$ cat config.mk
export PLATFORM = sky130hd
export DESIGN_NAME = vcu118_reset_request_flat
export DESIGN_NICKNAME = d
export VERILOG_FILES = /design/src/rtl/vcu118_reset_request_if.sv /design/src/rtl/vcu118_reset_request.sv /design/src/flat_wrapper.sv
export SDC_FILE = /design/constraint.sdc
export NUM_CORES = 1
export LEC_CHECK = 0
export ABC_AREA = 1
export BUFFER_PORTS_ARGS = -buffer_cell sky130_fd_sc_hd__buf_2
export CORE_ASPECT_RATIO = 0.6
export CORE_MARGIN = 10
export CORE_UTILIZATION = 55
export CTS_CLUSTER_SIZE = 30
export DETAILED_ROUTE_END_ITERATION = 10
export GPL_TIMING_DRIVEN = 0
export PLACE_DENSITY = 0.72
export SYNTH_ARGS = -nofsm -noshare
export SYNTH_HDL_FRONTEND = slang
export SYNTH_SLANG_ARGS = --single-unit
export TNS_END_PERCENT = 50
$ cat constraint.sdc
create_clock -name clock -period 4.96 [get_ports clock]
set_input_delay 0.744 -clock clock [delete_from_list [all_inputs] [get_ports clock]]
set_output_delay 0.744 -clock clock [all_outputs]
set_load 0.02 [all_outputs]
$ cat src/rtl/vcu118_reset_request_if.sv
// Purpose: bundles the reset-request sources and the reset/cause/running results.
// Latency: none, wiring only.
// Backpressure: none; all signals are levels or single-cycle pulses.
interface vcu118_reset_request_if;
    logic       button;
    logic       pll_locked;
    logic       sw_req;
    logic       wdog_en;
    logic       wdog_kick;
    logic       cause_clr;
    logic       areset;
    logic [4:0] cause;
    logic       running;

    // Source side: drives requests, observes the reset result
    modport master (
        output button, pll_locked, sw_req, wdog_en, wdog_kick, cause_clr,
        input  areset, cause, running
    );

    // Reset generator side
    modport slave (
        input  button, pll_locked, sw_req, wdog_en, wdog_kick, cause_clr,
        output areset, cause, running
    );
endinterface

$ cat src/rtl/vcu118_reset_request.sv
// Purpose: merges POR/button/sw/watchdog/PLL-loss into one areset level with a sticky cause.
// Latency: request in RUN -> areset after 1 edge; release after HOLD_CYCLES + LOCK_CYCLES stable lock.
// Backpressure: none; every request is accepted, and a request during reset restarts the hold.
module vcu118_reset_request #(
    parameter int HOLD_CYCLES   = 1024,
    parameter int LOCK_CYCLES   = 256,
    parameter int DEBOUNCE_BITS = 8,
    parameter int WDOG_BITS     = 24
) (
    input  logic                  clock,
    input  logic                  resetn,
    vcu118_reset_request_if.slave rr
);

    localparam int HW = (HOLD_CYCLES > 1) ? $clog2(HOLD_CYCLES) : 1;
    localparam int LW = (LOCK_CYCLES > 1) ? $clog2(LOCK_CYCLES) : 1;
    localparam int DW = DEBOUNCE_BITS + 1;

    localparam logic [HW-1:0] HOLD_LAST = HW'(HOLD_CYCLES - 1);
    localparam logic [LW-1:0] LOCK_LAST = LW'(LOCK_CYCLES - 1);
    localparam logic [DW-1:0] DEB_MAX   = DW'(1) << DEBOUNCE_BITS;

    typedef enum logic [1:0] {
        ST_HOLD      = 2'd0,
        ST_WAIT_LOCK = 2'd1,
        ST_RUN       = 2'd2
    } state_e;

    state_e         state_q, state_d;
    logic [HW-1:0]  hold_cnt_q, hold_cnt_d;
    logic [LW-1:0]  lock_cnt_q, lock_cnt_d;
    logic [WDOG_BITS-1:0] wdog_cnt_q, wdog_cnt_d;
    logic [DW-1:0]  deb_cnt_q, deb_cnt_d;
    logic           deb_arm_q, deb_arm_d;
    logic [4:0]     cause_q, cause_d;
    logic           areset_q;
    logic           running_q;

    logic           btn_meta_q, btn_s_q;
    logic           lock_meta_q, lock_s_q;

    logic           btn_req;
    logic           wdog_req;
    logic           pll_req;
    logic [4:1]     req;
    logic           req_any;

    // Two-flop synchronisers for the asynchronous inputs; deliberately unreset
    always_ff @(posedge clock) begin
        btn_meta_q  <= rr.button;
        btn_s_q     <= btn_meta_q;
        lock_meta_q <= rr.pll_locked;
        lock_s_q    <= lock_meta_q;
    end

    // Debounce: count stable cycles at the armed level; only the armed-high completion requests
    always_comb begin
        deb_cnt_d = deb_cnt_q;
        deb_arm_d = deb_arm_q;
        btn_req   = 1'b0;
        if (deb_cnt_q == DEB_MAX) begin
            btn_req   = deb_arm_q;
            deb_arm_d = ~deb_arm_q;
            deb_cnt_d = '0;
        end else if (btn_s_q == deb_arm_q) begin
            deb_cnt_d = deb_cnt_q + DW'(1);
        end else begin
            deb_cnt_d = '0;
        end
    end

    // Watchdog counts only while running, enabled and not kicked
    always_comb begin
        wdog_req = (&wdog_cnt_q) & ~rr.wdog_kick;
        if ((state_q != ST_RUN) || !rr.wdog_en || rr.wdog_kick) begin
            wdog_cnt_d = '0;
        end else begin
            wdog_cnt_d = wdog_cnt_q + WDOG_BITS'(1);
        end
    end

    // Lock loss only matters in RUN; WAIT_LOCK already tolerates an unlocked PLL
    assign pll_req = (state_q == ST_RUN) & ~lock_s_q;
    assign req     = {pll_req, wdog_req, rr.sw_req, btn_req};
    assign req_any = |req;

    // Sequencer next-state: any request (re)starts the hold, then wait for a stable lock
    always_comb begin
        state_d    = state_q;
        hold_cnt_d = hold_cnt_q;
        lock_cnt_d = lock_cnt_q;
        case (state_q)
            ST_HOLD: begin
                if (req_any) begin
                    hold_cnt_d = '0;
                end else if (hold_cnt_q == HOLD_LAST) begin
                    state_d    = ST_WAIT_LOCK;
                    lock_cnt_d = '0;
                end else begin
                    hold_cnt_d = hold_cnt_q + HW'(1);
                end
            end
            ST_WAIT_LOCK: begin
                if (req_any) begin
                    state_d    = ST_HOLD;
                    hold_cnt_d = '0;
                end else if (lock_s_q && (lock_cnt_q == LOCK_LAST)) begin
                    state_d = ST_RUN;
                end else if (lock_s_q) begin
                    lock_cnt_d = lock_cnt_q + LW'(1);
                end else begin
                    lock_cnt_d = '0;
                end
            end
            ST_RUN: begin
                if (req_any) begin
                    state_d    = ST_HOLD;
                    hold_cnt_d = '0;
                end
            end
            default: begin
                state_d    = ST_HOLD;
                hold_cnt_d = '0;
            end
        endcase
    end

    // Cause: a fresh reset from RUN replaces history, requests during reset accumulate
    always_comb begin
        cause_d = cause_q;
        if (state_q == ST_RUN) begin
            if (req_any) begin
                cause_d = {req, 1'b0};
            end else if (rr.cause_clr) begin
                cause_d = '0;
            end
        end else begin
            cause_d = cause_q | {req, 1'b0};
        end
    end

    // State and counters; outputs registered from next-state so they align with the state
    always_ff @(posedge clock) begin
        if (!resetn) begin
            state_q    <= ST_HOLD;
            hold_cnt_q <= '0;
            lock_cnt_q <= '0;
            wdog_cnt_q <= '0;
            deb_cnt_q  <= '0;
            deb_arm_q  <= 1'b1;
            cause_q    <= 5'b00001;
            areset_q   <= 1'b1;
            running_q  <= 1'b0;
        end else begin
            state_q    <= state_d;
            hold_cnt_q <= hold_cnt_d;
            lock_cnt_q <= lock_cnt_d;
            wdog_cnt_q <= wdog_cnt_d;
            deb_cnt_q  <= deb_cnt_d;
            deb_arm_q  <= deb_arm_d;
            cause_q    <= cause_d;
            areset_q   <= (state_d != ST_RUN);
            running_q  <= (state_d == ST_RUN);
        end
    end

    assign rr.areset  = areset_q;
    assign rr.cause   = cause_q;
    assign rr.running = running_q;

endmodule

$ cat src/flat_wrapper.sv
// flat-port wrapper written by rule: the top's interface ports become plain ports
module vcu118_reset_request_flat 
#(
    parameter int HOLD_CYCLES   = 1024,
    parameter int LOCK_CYCLES   = 256,
    parameter int DEBOUNCE_BITS = 8,
    parameter int WDOG_BITS     = 24
)
  (clock, resetn, rr_button, rr_pll_locked, rr_sw_req, rr_wdog_en, rr_wdog_kick, rr_cause_clr, rr_areset, rr_cause, rr_running);
  vcu118_reset_request_if rr_i ();
  input  logic clock;
  input  logic resetn;
  input wire logic [$bits(rr_i.button)-1:0] rr_button;
  input wire logic [$bits(rr_i.pll_locked)-1:0] rr_pll_locked;
  input wire logic [$bits(rr_i.sw_req)-1:0] rr_sw_req;
  input wire logic [$bits(rr_i.wdog_en)-1:0] rr_wdog_en;
  input wire logic [$bits(rr_i.wdog_kick)-1:0] rr_wdog_kick;
  input wire logic [$bits(rr_i.cause_clr)-1:0] rr_cause_clr;
  output wire logic [$bits(rr_i.areset)-1:0] rr_areset;
  output wire logic [$bits(rr_i.cause)-1:0] rr_cause;
  output wire logic [$bits(rr_i.running)-1:0] rr_running;
  assign rr_i.button = rr_button;
  assign rr_i.pll_locked = rr_pll_locked;
  assign rr_i.sw_req = rr_sw_req;
  assign rr_i.wdog_en = rr_wdog_en;
  assign rr_i.wdog_kick = rr_wdog_kick;
  assign rr_i.cause_clr = rr_cause_clr;
  assign rr_areset = rr_i.areset;
  assign rr_cause = rr_i.cause;
  assign rr_running = rr_i.running;
  vcu118_reset_request #(.HOLD_CYCLES(HOLD_CYCLES), .LOCK_CYCLES(LOCK_CYCLES), .DEBOUNCE_BITS(DEBOUNCE_BITS), .WDOG_BITS(WDOG_BITS)) u_core (.clock(clock), .resetn(resetn), .rr(rr_i));
endmodule
Word-level counts from Yosys, hierarchy flattened
Cells that the tools add are included.
W data, S select, Z words.
{ "op_classes": {"add_sub_neg": 4, "reduce_logical": 13, "n_bitwise": 8, "n_mux": 20, "eq_ne": 16} }
{ "ops": {"columns": ["cell", "n"], "rows": [
  ["$mux W8", 5],
  ["$mux W10", 3],
  ["$add A24 B1 Y24 const B", 1],
  ["$reduce_and A24 Y1", 1],
  ["$pmux W10 S2", 1],
  ["$pmux W8 S2", 1],
  ["$mux W5", 3],
  ["$add A10 B1 Y10 const B", 1],
  ["$eq A10 B10 Y1 const B", 1],
  ["$mux W2", 5],
  ["$ne A2 B2 Y1 const B", 5],
  ["$add A9 B1 Y9 const B", 1],
  ["$eq A9 B9 Y1 const B", 1],
  ["$add A8 B1 Y8 const B", 1],
  ["$eq A8 B8 Y1 const B", 1],
  ["$ne A3 B2 Y1 const B", 2],
  ["$pmux W2 S3", 1],
  ["$not A1 Y1", 5],
  ["$or A5 B5 Y5", 1],
  ["$reduce_and A5 Y1", 1],
  ["$eq A2 B2 Y1 const B", 2],
  ["$ne A2 B1 Y1 const B", 2],
  ["$reduce_or A2 Y1", 2],
  ["$reduce_or A4 Y1", 1],
  ["other kinds (11)", 13]
]} }
{ "totals": {"output_inout_bits": 7, "regBits": 65, "wordCells": 74, "input_bits": 8} }

Logic depth before layout (Yosys ltp)
Gate-level depths: netlist of run 1.
{ "logic_depth": {"ltp_word": 6, "mapped_depth": 14, "ltp_nobuf": 14} }

Worst setup path after synthesis of run 1
Ideal clock, no wire load.
{ "synth_timing": {"path_type": "input to register", "start": "in resetn", "end": "reg u_core.deb_cnt_q[2]", "arrival_time_ps": 1687, "slack_ps": 3194, "cell_stages": 5, "setup_ps": 80, "path_buffers": 1, "t_required_ps": 4880, "path_cell_list": "clkbuf_1 inv_1 nor4_2 inv_1 nor3b_1"} }
{ "synth_via": {"elab_chain_cells": 2} }
{ "synth_lines": {"columns": ["element", "line", "rtl"], "rows": [
  ["start, declared", "flat_wrapper.sv:12", "input logic resetn;"],
  ["$not A1 Y1 (no line)", null, null],
  ["$reduce_or A3 Y1 (no line)", null, null],
  ["end signal, assigned", "vcu118_reset_request.sv:159", "deb_cnt_q <= deb_cnt_d;"],
  ["end, declared", "vcu118_reset_request.sv:33", "logic [DW-1:0] deb_cnt_q, deb_cnt_d;"]
]} }
No other way between the ends.
A chain may end at the register's enable or synchronous reset.

Worst setup path after layout of run 1
{ "layout_timing": {"start": "reg u_core.state_q[0]", "end": "reg u_core.hold_cnt_q[4]"} }
{ "layout_via": {"elab_chain_cells": 5, "elab_cells_between_ends": 11, "cone_classes": "eq/ne (4); mux (2); bitwise (1); reduce/logical (4)"} }
{ "layout_lines": {"columns": ["element", "line", "rtl"], "rows": [
  ["start, declared", "vcu118_reset_request.sv:29", "state_e state_q, state_d;"],
  ["start signal, assigned", "vcu118_reset_request.sv:155", "state_q <= state_d;"],
  ["$eq A2 B2 Y1", "vcu118_reset_request.sv:83, vcu118_reset_request.sv:92", null],
  ["$and A1 B1 Y1", "vcu118_reset_request.sv:83", "assign pll_req = (state_q == ST_RUN) & ~lock_s_q;"],
  ["$reduce_or A4 Y1", "vcu118_reset_request.sv:85", "assign req_any = |req;"],
  ["$mux W10, or another cell as far along", "vcu118_reset_request.sv:94", "if (req_any) begin"],
  ["$pmux W10 S2 or $reduce_and A2 Y1 (tied branches)", null, null],
  ["end signal, assigned", "vcu118_reset_request.sv:156", "hold_cnt_q <= hold_cnt_d;"],
  ["end, declared", "vcu118_reset_request.sv:30", "logic [HW-1:0] hold_cnt_q, hold_cnt_d;"]
]} }
Parallel ways exist; a longest one is shown, timed or not.

==> results of run 1 <==
-- synth_stat cells, drive strengths merged (4+ instances only) --
cell type / count
buf: 4
nor3b: 5
nor2: 80
dfxtp: 65
o21ai: 20
nand3: 42
inv: 72
xor2: 5
nand4: 8
a21oi: 39
nand2: 103
nor3: 13
ha: 9
-- per-stage QoR --
| stage | instances | worst slack, ps |
|---|---|---|
| 6_report | 596 | 2804 |
| 5_1_grt | 596 | 2622 |
| 4_1_cts | 596 | 2818 |
| 3_5_place_dp | 580 | 2774 |
| 3_3_place_gp | 580 | 2772 |
| 2_1_floorplan | 483 | 3194 |
-- layout make-up --
class | instances | area (um^2)
Clock buffer | 11 | 141.4
Inverter | 72 | 272.8
Clock inverter | 5 | 102.6
Sequential cell | 65 | 1301
Timing Repair Buffer | 13 | 65.06
Tap cell | 84 | 105.1
Fill cell | 566 | 2235
Multi-Input combinational cell | 340 | 1763
Buffer | 6 | 42.54
-- critical path, stage by stage (launching register included) --
cell	delay, ps
dfxtp_1	390
inv_1	110
ha_1	260
inv_2	140
or2_2	150
nand2_1	80
a21oi_4	240
nand3_2	240
nand2_4	200
inv_4	70
o21ai_1	120
nor2_1	50
-- routing by layer --
metal	share of wire, %	wire, um	track usage (%)
met1	52	3824	22.00
met2	39	2871	21.05
met3	7.6	561	6.162
met4	1.1	83	5.332
met5	0	0	0
-- state kept, by name (all words and copies together), names as in the netlist, 2 cells and up --
| register | cells |
|---|---|
| u_core.state_q | 2 |
| u_core.hold_cnt_q | 10 |
| u_core.deb_cnt_q | 9 |
| u_core.rr.cause | 5 |
| u_core.wdog_cnt_q | 24 |
| u_core.lock_cnt_q | 8 |
-- logic make-up (layout without fill, tap and decap cells) --
family	Yosys count	in the layout	synth area share [%]
flip-flops	65	65	38.50
buffers and inverters	78	107	9.330
adder cells (fa/ha/maj)	9	9	3.332
AND/OR/NAND/NOR	259	259	36.50
XOR/XNOR	8	8	2.073
AO/OA/AOI/OAI	64	64	10.26
-- layout by cell type, fill, tap and decap left out, types with 2 or more instances in the layout --
cell type | Yosys | layout
nor2_4 | 4 | 4
nor4_1 | 2 | 2
o21ai_0 | 14 | 14
nor2_2 | 4 | 4
nor2_1 | 72 | 72
inv_1 | 68 | 68
nand4_1 | 8 | 8
nand3_2 | 7 | 7
nand3b_1 | 2 | 2
buf_6 | 2 | 2
xnor2_1 | 3 | 3
buf_2 | 1 | 14
a21oi_1 | 38 | 38
nor3_1 | 12 | 12
nand2_4 | 4 | 4
dfxtp_1 | 65 | 65
ha_1 | 9 | 9
bufinv_16 | 0 | 3
or2_2 | 2 | 2
nand2_1 | 94 | 94
o21ai_1 | 6 | 6
nor3b_1 | 5 | 5
nand3_1 | 35 | 35
clkbuf_8 | 0 | 10
nand2_2 | 5 | 5
inv_2 | 3 | 3
xor2_1 | 5 | 5
clkbuf_1 | 2 | 3
-- worst paths after layout --
check                                   startpoint  depth (start not counted)                    to
worst max register to register   u_core.state_q[0]                         11  u_core.hold_cnt_q[4]
worst max-delay path             u_core.state_q[0]                         11  u_core.hold_cnt_q[4]
worst min-delay path            u_core.lock_meta_q                          0       u_core.lock_s_q
worst min register to register  u_core.lock_meta_q                          0       u_core.lock_s_q
-- power by group through the flow --
stage	clock (mW)	sequential, mW	combinational [mW]
2_1_floorplan	0	0.540	0.0165
3_3_place_gp	0	0.540	0.0246
3_5_place_dp	0	0.540	0.0251
4_1_cts	0.566	0.528	0.0252
5_1_grt	0.593	0.529	0.0283
6_report	0.555	0.528	0.0251
==> metrics.md, run 1 <==
| Metric | Value |
|---|---|
| DRC Markers | `0` |
| TritonCTS buffer count | `9` |
| DRT Wirelength | `7341 um` |
| Die width | `121.2 um` |
| Final net count | `524` |
| Remaining Overflow, GRT | `0` |
| Pint | `0.8813 mW` |
| Total Neg Setup Slack | `0 ps` |
| Yosys top cell by area | `dfxtp_1` |
| Worst reg2reg setup slack | `2800 ps` |
| Hold Fails Final Rpt | `0` |
| Vias per cell | `5.156` |
| Post-CTS Setup Bufs | `0` |
| Final ANT Viol Nets | `0` |
| Placer Congestion | `0.8653` |
| Largest net degree at the start of global routing | `12` |
| Post-synth cell types | `37` |
| Hold Crit Class | `reg2reg` |
| Fin Clk Skew | `6.491 ps` |
| Top post-synthesis cells by area | `dfxtp_1 39%, nand2_1 10%, nor2_1 8.0%` |
| CTS tree | `built` |
| Tcrit/Tclk final | `43.47%` |
| Core box area | `0.006028 mm^2` |
| Fmax | `463.8 MHz` |
| Worst VDD drop | `233.8 uV` |
| Final core occ | `62.93%` |
| Final Max Tran Viols | `0` |
| Total power | `1.108 mW` |
| Pleak | `1.497 nW` |
| Clk slew on worst S/H paths | `70 ps` |
| Critical Path RT | `5210 ps` |
| GRT Resource Usage Total | `15.64%` |
| Unrepaired setup endpoints after global routing | `no` |
| Clock Path Buffers | `2` |
| DP HPWL | `5545 um` |
| FF+latch count, synth | `65` |
| Avg Inst Size Synth | `6.997 um^2` |
| # port buffers | `13` |
| # diodes | `0` |
| Switch share | `20.48%` |
| Initial core utilization | `56.06%` |
| Area Growth Syn to Fin | `12.25%` |
| Mapped Nets | `500` |
| Share of cells above drive strength 1 | `12.70%` |
| Die area | `0.009783 mm^2` |
| Area share of the largest cell type after synthesis | `38.50%` |
| Ys Warns | `0` |
| Placed cell area | `0.003550 mm^2` |
| CP Max Fanout | `10` |
| Main flop type after synthesis | `dfxtp_1` |
| Mapped Cells | `483` |
| Max-cap viol count | `0` |
| Crit path time final | `2156 ps` |
| Sequential power share | `47.7%` |
| Final instance area | `0.003794 mm^2` |
| Comb power frac | `2.3%` |
| Async set-or-reset flop fraction in the synthesized netlist | `0%` |
| Worst slew pin tran | `524.2 ps` |
| Worst-Skew Late Latency | `360 ps` |
| Die Ht | `80.72 um` |
| Routed wire per std cell | `12.32 um` |
| Setup-failing EPs final | `0` |
| Count of flip-flops with a built-in enable after synthesis | `0` |
| CTS Sinks | `65` |
| First-pass GRT wire length | `12240 um` |
| Crit. End Element | `flop` |
| PwrDens | `292.1 mW/mm^2` |
| Rows | `22` |
| 1st-iter DRT viols | `298` |
| Slew margin rel. | `65.05%` |
| IO Pins | `15` |
| Root Driver | `clkbuf_8` |
| H-Tree Level Count | `3` |
| Switch Pwr | `0.2270 mW` |
| Outcome | `complete, no violations` |
| CTS Hold Buffers Added | `0` |
| Cts repair resizes | `0` |
| Vias in the first global route | `2626` |
| Arr. time, crit path | `2410 ps` |
| Setup Crit Path Kind | `reg2reg` |
| Register area share after synthesis | `38.50%` |
| Startpoint types | `flop` |
| DRT Pass-1 Iters | `5` |
| Vias | `3073` |
| Initial antenna violation count | `0` |
| Synthesized area | `0.003379 mm^2` |
| Clk pwr share | `50.1%` |
| WHS | `338.9 ps` |
Power figures use the tool's default switching activity.
==> inputs of run 2 (changes only) <==
--- a/config.mk
+++ b/config.mk
@@ -13,7 +13,7 @@
 export CTS_CLUSTER_SIZE = 30
 export DETAILED_ROUTE_END_ITERATION = 10
 export GPL_TIMING_DRIVEN = 0
-export PLACE_DENSITY = 0.72
+export PLACE_DENSITY = 0.75
 export SYNTH_ARGS = -nofsm -noshare
 export SYNTH_HDL_FRONTEND = slang
 export SYNTH_SLANG_ARGS = --single-unit
==> constraint.sdc (replaced) <==
create_clock -name clock -period 1.9 [get_ports clock]
set_input_delay 0.285 -clock clock [delete_from_list [all_inputs] [get_ports clock]]
set_output_delay 0.285 -clock clock [all_outputs]
set_load 0.02 [all_outputs]
==> run 2 against run 1 <==
  * Final cell count up 2.3%
  * Clock power up 130%
  * Register-to-register slack worse by 2800 ps
  * Global-route usage down 0.15 points
  * Clock-buffer cell count up 2
  * Worst setup slack worse by 2800 ps
  * Non-clock buffer count up 14
  * Sequential cell count unchanged
  * Maximum frequency up 16%
  * Critical path depth up 2
  * Largest power group is now registers
==> metrics.md, run 2 (synthesis results as in run 1) <==
| Metric | Value |
|---|---|
| Commonest cells after routing, fill and taps aside | `89 x nand2_1, 71 x nor2_1, 65 x inv_1` |
| Clk slew on worst S/H paths | `70 ps (about the same)` |
| Critical R2R Launch | `u_core.deb_cnt_q[0]` |
| Core box area | `0.006028 mm^2 (unchanged)` |
| Die Ht | `80.72 um (unchanged)` |
| Startpoint types | `flop` |
| Slew margin rel. | `67.62% (+2.6 points)` |
| CP cell instances | `inv_1 -> ha_2 -> nand2_2 -> inv_2 -> nand2_2 -> nor2_4 -> a21oi_4 -> buf_12 -> nand3_4 -> buf_6 -> nand2_4 -> a21oi_1 -> nor2_1` |
| Vias per cell | `5.248 (+1.8%)` |
| Storage element area | `0.001320 mm^2 (+1.4%)` |
| Initial antenna violation count | `0 (unchanged)` |
| CTS tree | `built` |
| Vias | `3201 (+4.2%)` |
| Remaining Overflow, GRT | `0 (unchanged)` |
| Max reg flops | `24 (unchanged)` |
| Setup Crit Path Kind | `reg2reg` |
| Total Neg Setup Slack | `0 ps (unchanged)` |
| Largest regs | `u_core.wdog_cnt_q x24, u_core.hold_cnt_q x10, u_core.deb_cnt_q x9` |
| Final core occ | `68.31% (+5.4 points)` |
| DRT Wirelength | `8000 um (+9.0%)` |
| Initial core utilization | `56.06% (unchanged)` |
| Most common cell after layout, fill and taps aside | `nand2_1` |
| GRT Resource Usage Total | `15.49% (-0.15 points)` |
| Final ANT Viol Nets | `0 (unchanged)` |
| First-pass GRT wire length | `12420 um (+1.5%)` |
| Final net count | `539 (+2.9%)` |
| Crit. End Element | `flop` |
| Final instance area | `0.004118 mm^2 (+8.5%)` |
| Total power | `2.711 mW (+140%)` |
| Fin Clk Skew | `5.443 ps (-1.048 ps)` |
| Place WS | `-220.1 ps (-2994 ps)` |
| Clock Path Buffers | `2 (unchanged)` |
| CP max-delay cell | `dfxtp_2` |
| Final Max Tran Viols | `0 (unchanged)` |
| WHS | `43.47 ps (-295.5 ps)` |
| IO Pins | `15 (unchanged)` |
| Placed cell area | `0.003550 mm^2 (unchanged)` |
| Die area | `0.009783 mm^2 (unchanged)` |
| DRT Pass-1 Iters | `5 (unchanged)` |
| Die width | `121.2 um (unchanged)` |
| 1st-iter DRT viols | `308 (+3.4%)` |
| Arr. time, crit path | `2140 ps (-270 ps)` |
| H-Tree Level Count | `3 (unchanged)` |
| Placer Congestion | `0.8712 (+0.68%)` |
| Pleak | `1.616 nW (+7.9%)` |
| Startpoint of the worst hold path | `rr_button` |
| CP delay by family, top | `simple AND/OR/NAND/NOR gates` |
| Max-cap viol count | `0 (unchanged)` |
| Placed instance count | `580 (unchanged)` |
| Largest net degree at the start of global routing | `11 (-1)` |
| Worst slew pin tran | `485.7 ps (-38.51 ps)` |
| TritonCTS buffer count | `9 (unchanged)` |
| Worst-Skew Late Latency | `340 ps (-20 ps)` |
| Crit path time final | `1866 ps (-290.0 ps)` |
| Outcome | `complete, no violations` |
| Critical Path RT | `2170 ps (-3040 ps)` |
| Worst path buffer plus inverter count | `4 (+1)` |
| Routed wire per std cell | `13.11 um (+6.5%)` |
| DP HPWL | `5357 um (-3.4%)` |
| Largest register by flop count | `u_core.wdog_cnt_q` |
| Setup-failing EPs final | `0 (unchanged)` |
| Hold Fails Final Rpt | `0 (unchanged)` |
| Worst path most repeated cell | `nand2_2` |
| Crit-path max cell delay | `350 ps (-40 ps)` |
| Area taken by multi-input logic gates | `0.001911 mm^2 (+8.4%)` |
| Setup ws final | `34.10 ps (-2770 ps)` |
| Share of cells above drive strength 1 | `21.10% (+8.4 points)` |
| Vias in the first global route | `2710 (+3.2%)` |
| Area Growth Syn to Fin | `21.84%` |
| CTS Sinks | `65 (unchanged)` |
| DRC Markers | `0 (unchanged)` |
| Setup crit start | `u_core.deb_cnt_q[0]` |
| # port buffers | `13 (unchanged)` |
| Rows | `22 (unchanged)` |
| Tcrit/Tclk final | `98.21% (+55 points)` |
| Fin cells | `610 (+2.3%)` |
| Fmax | `535.9 MHz (+16%)` |
| Worst VDD drop | `439.7 uV (+88%)` |
| PwrDens | `658.3 mW/mm^2 (+130%)` |
| Root Driver | `clkbuf_8` |
| # diodes | `0 (unchanged)` |
| Worst reg2reg setup slack | `30 ps (-2770 ps)` |
| CP Max Fanout | `8 (-2)` |
| Hold Crit Class | `in2reg` |
| # fillers | `454 (-20%)` |
## run 2: cell type report
class                      instances  share of cell area, %
inverter                          72                  6.806
clock buffer                      13                  4.345
multi-input combinational        341                  46.40
clock inverter                     2                 0.8508
tap                               84                  2.552
sequential                        65                  32.06
timing repair buffer              27                  5.773
buffer                             6                  1.215
## run 2: power by group
part / switching [mW] / internal, mW
registers: 0.00797 / 1.37
clock network: 0.513 / 0.740
logic: 0.0491 / 0.0315
## run 2: final timing paths
check / to / depth (start not counted)
max reg2reg: u_core.hold_cnt_q[8] / 13
min reg2reg: u_core.lock_s_q / 0
min: u_core.btn_meta_q / 1
max: u_core.hold_cnt_q[8] / 13
## run 2: what timing repair did
item	CTS	global route
gates cloned	0	3
pin swaps	2	15
resized for setup	8	44
setup endpoints to repair	26	21
setup buffers	2	10
hold buffers	0	0
## run 2: metal layers
metal	wire [um]	track usage [%]
met2	3371	21.86
met1	4005	21.77
met5	0	0
met4	111	5.332
met3	512	4.762
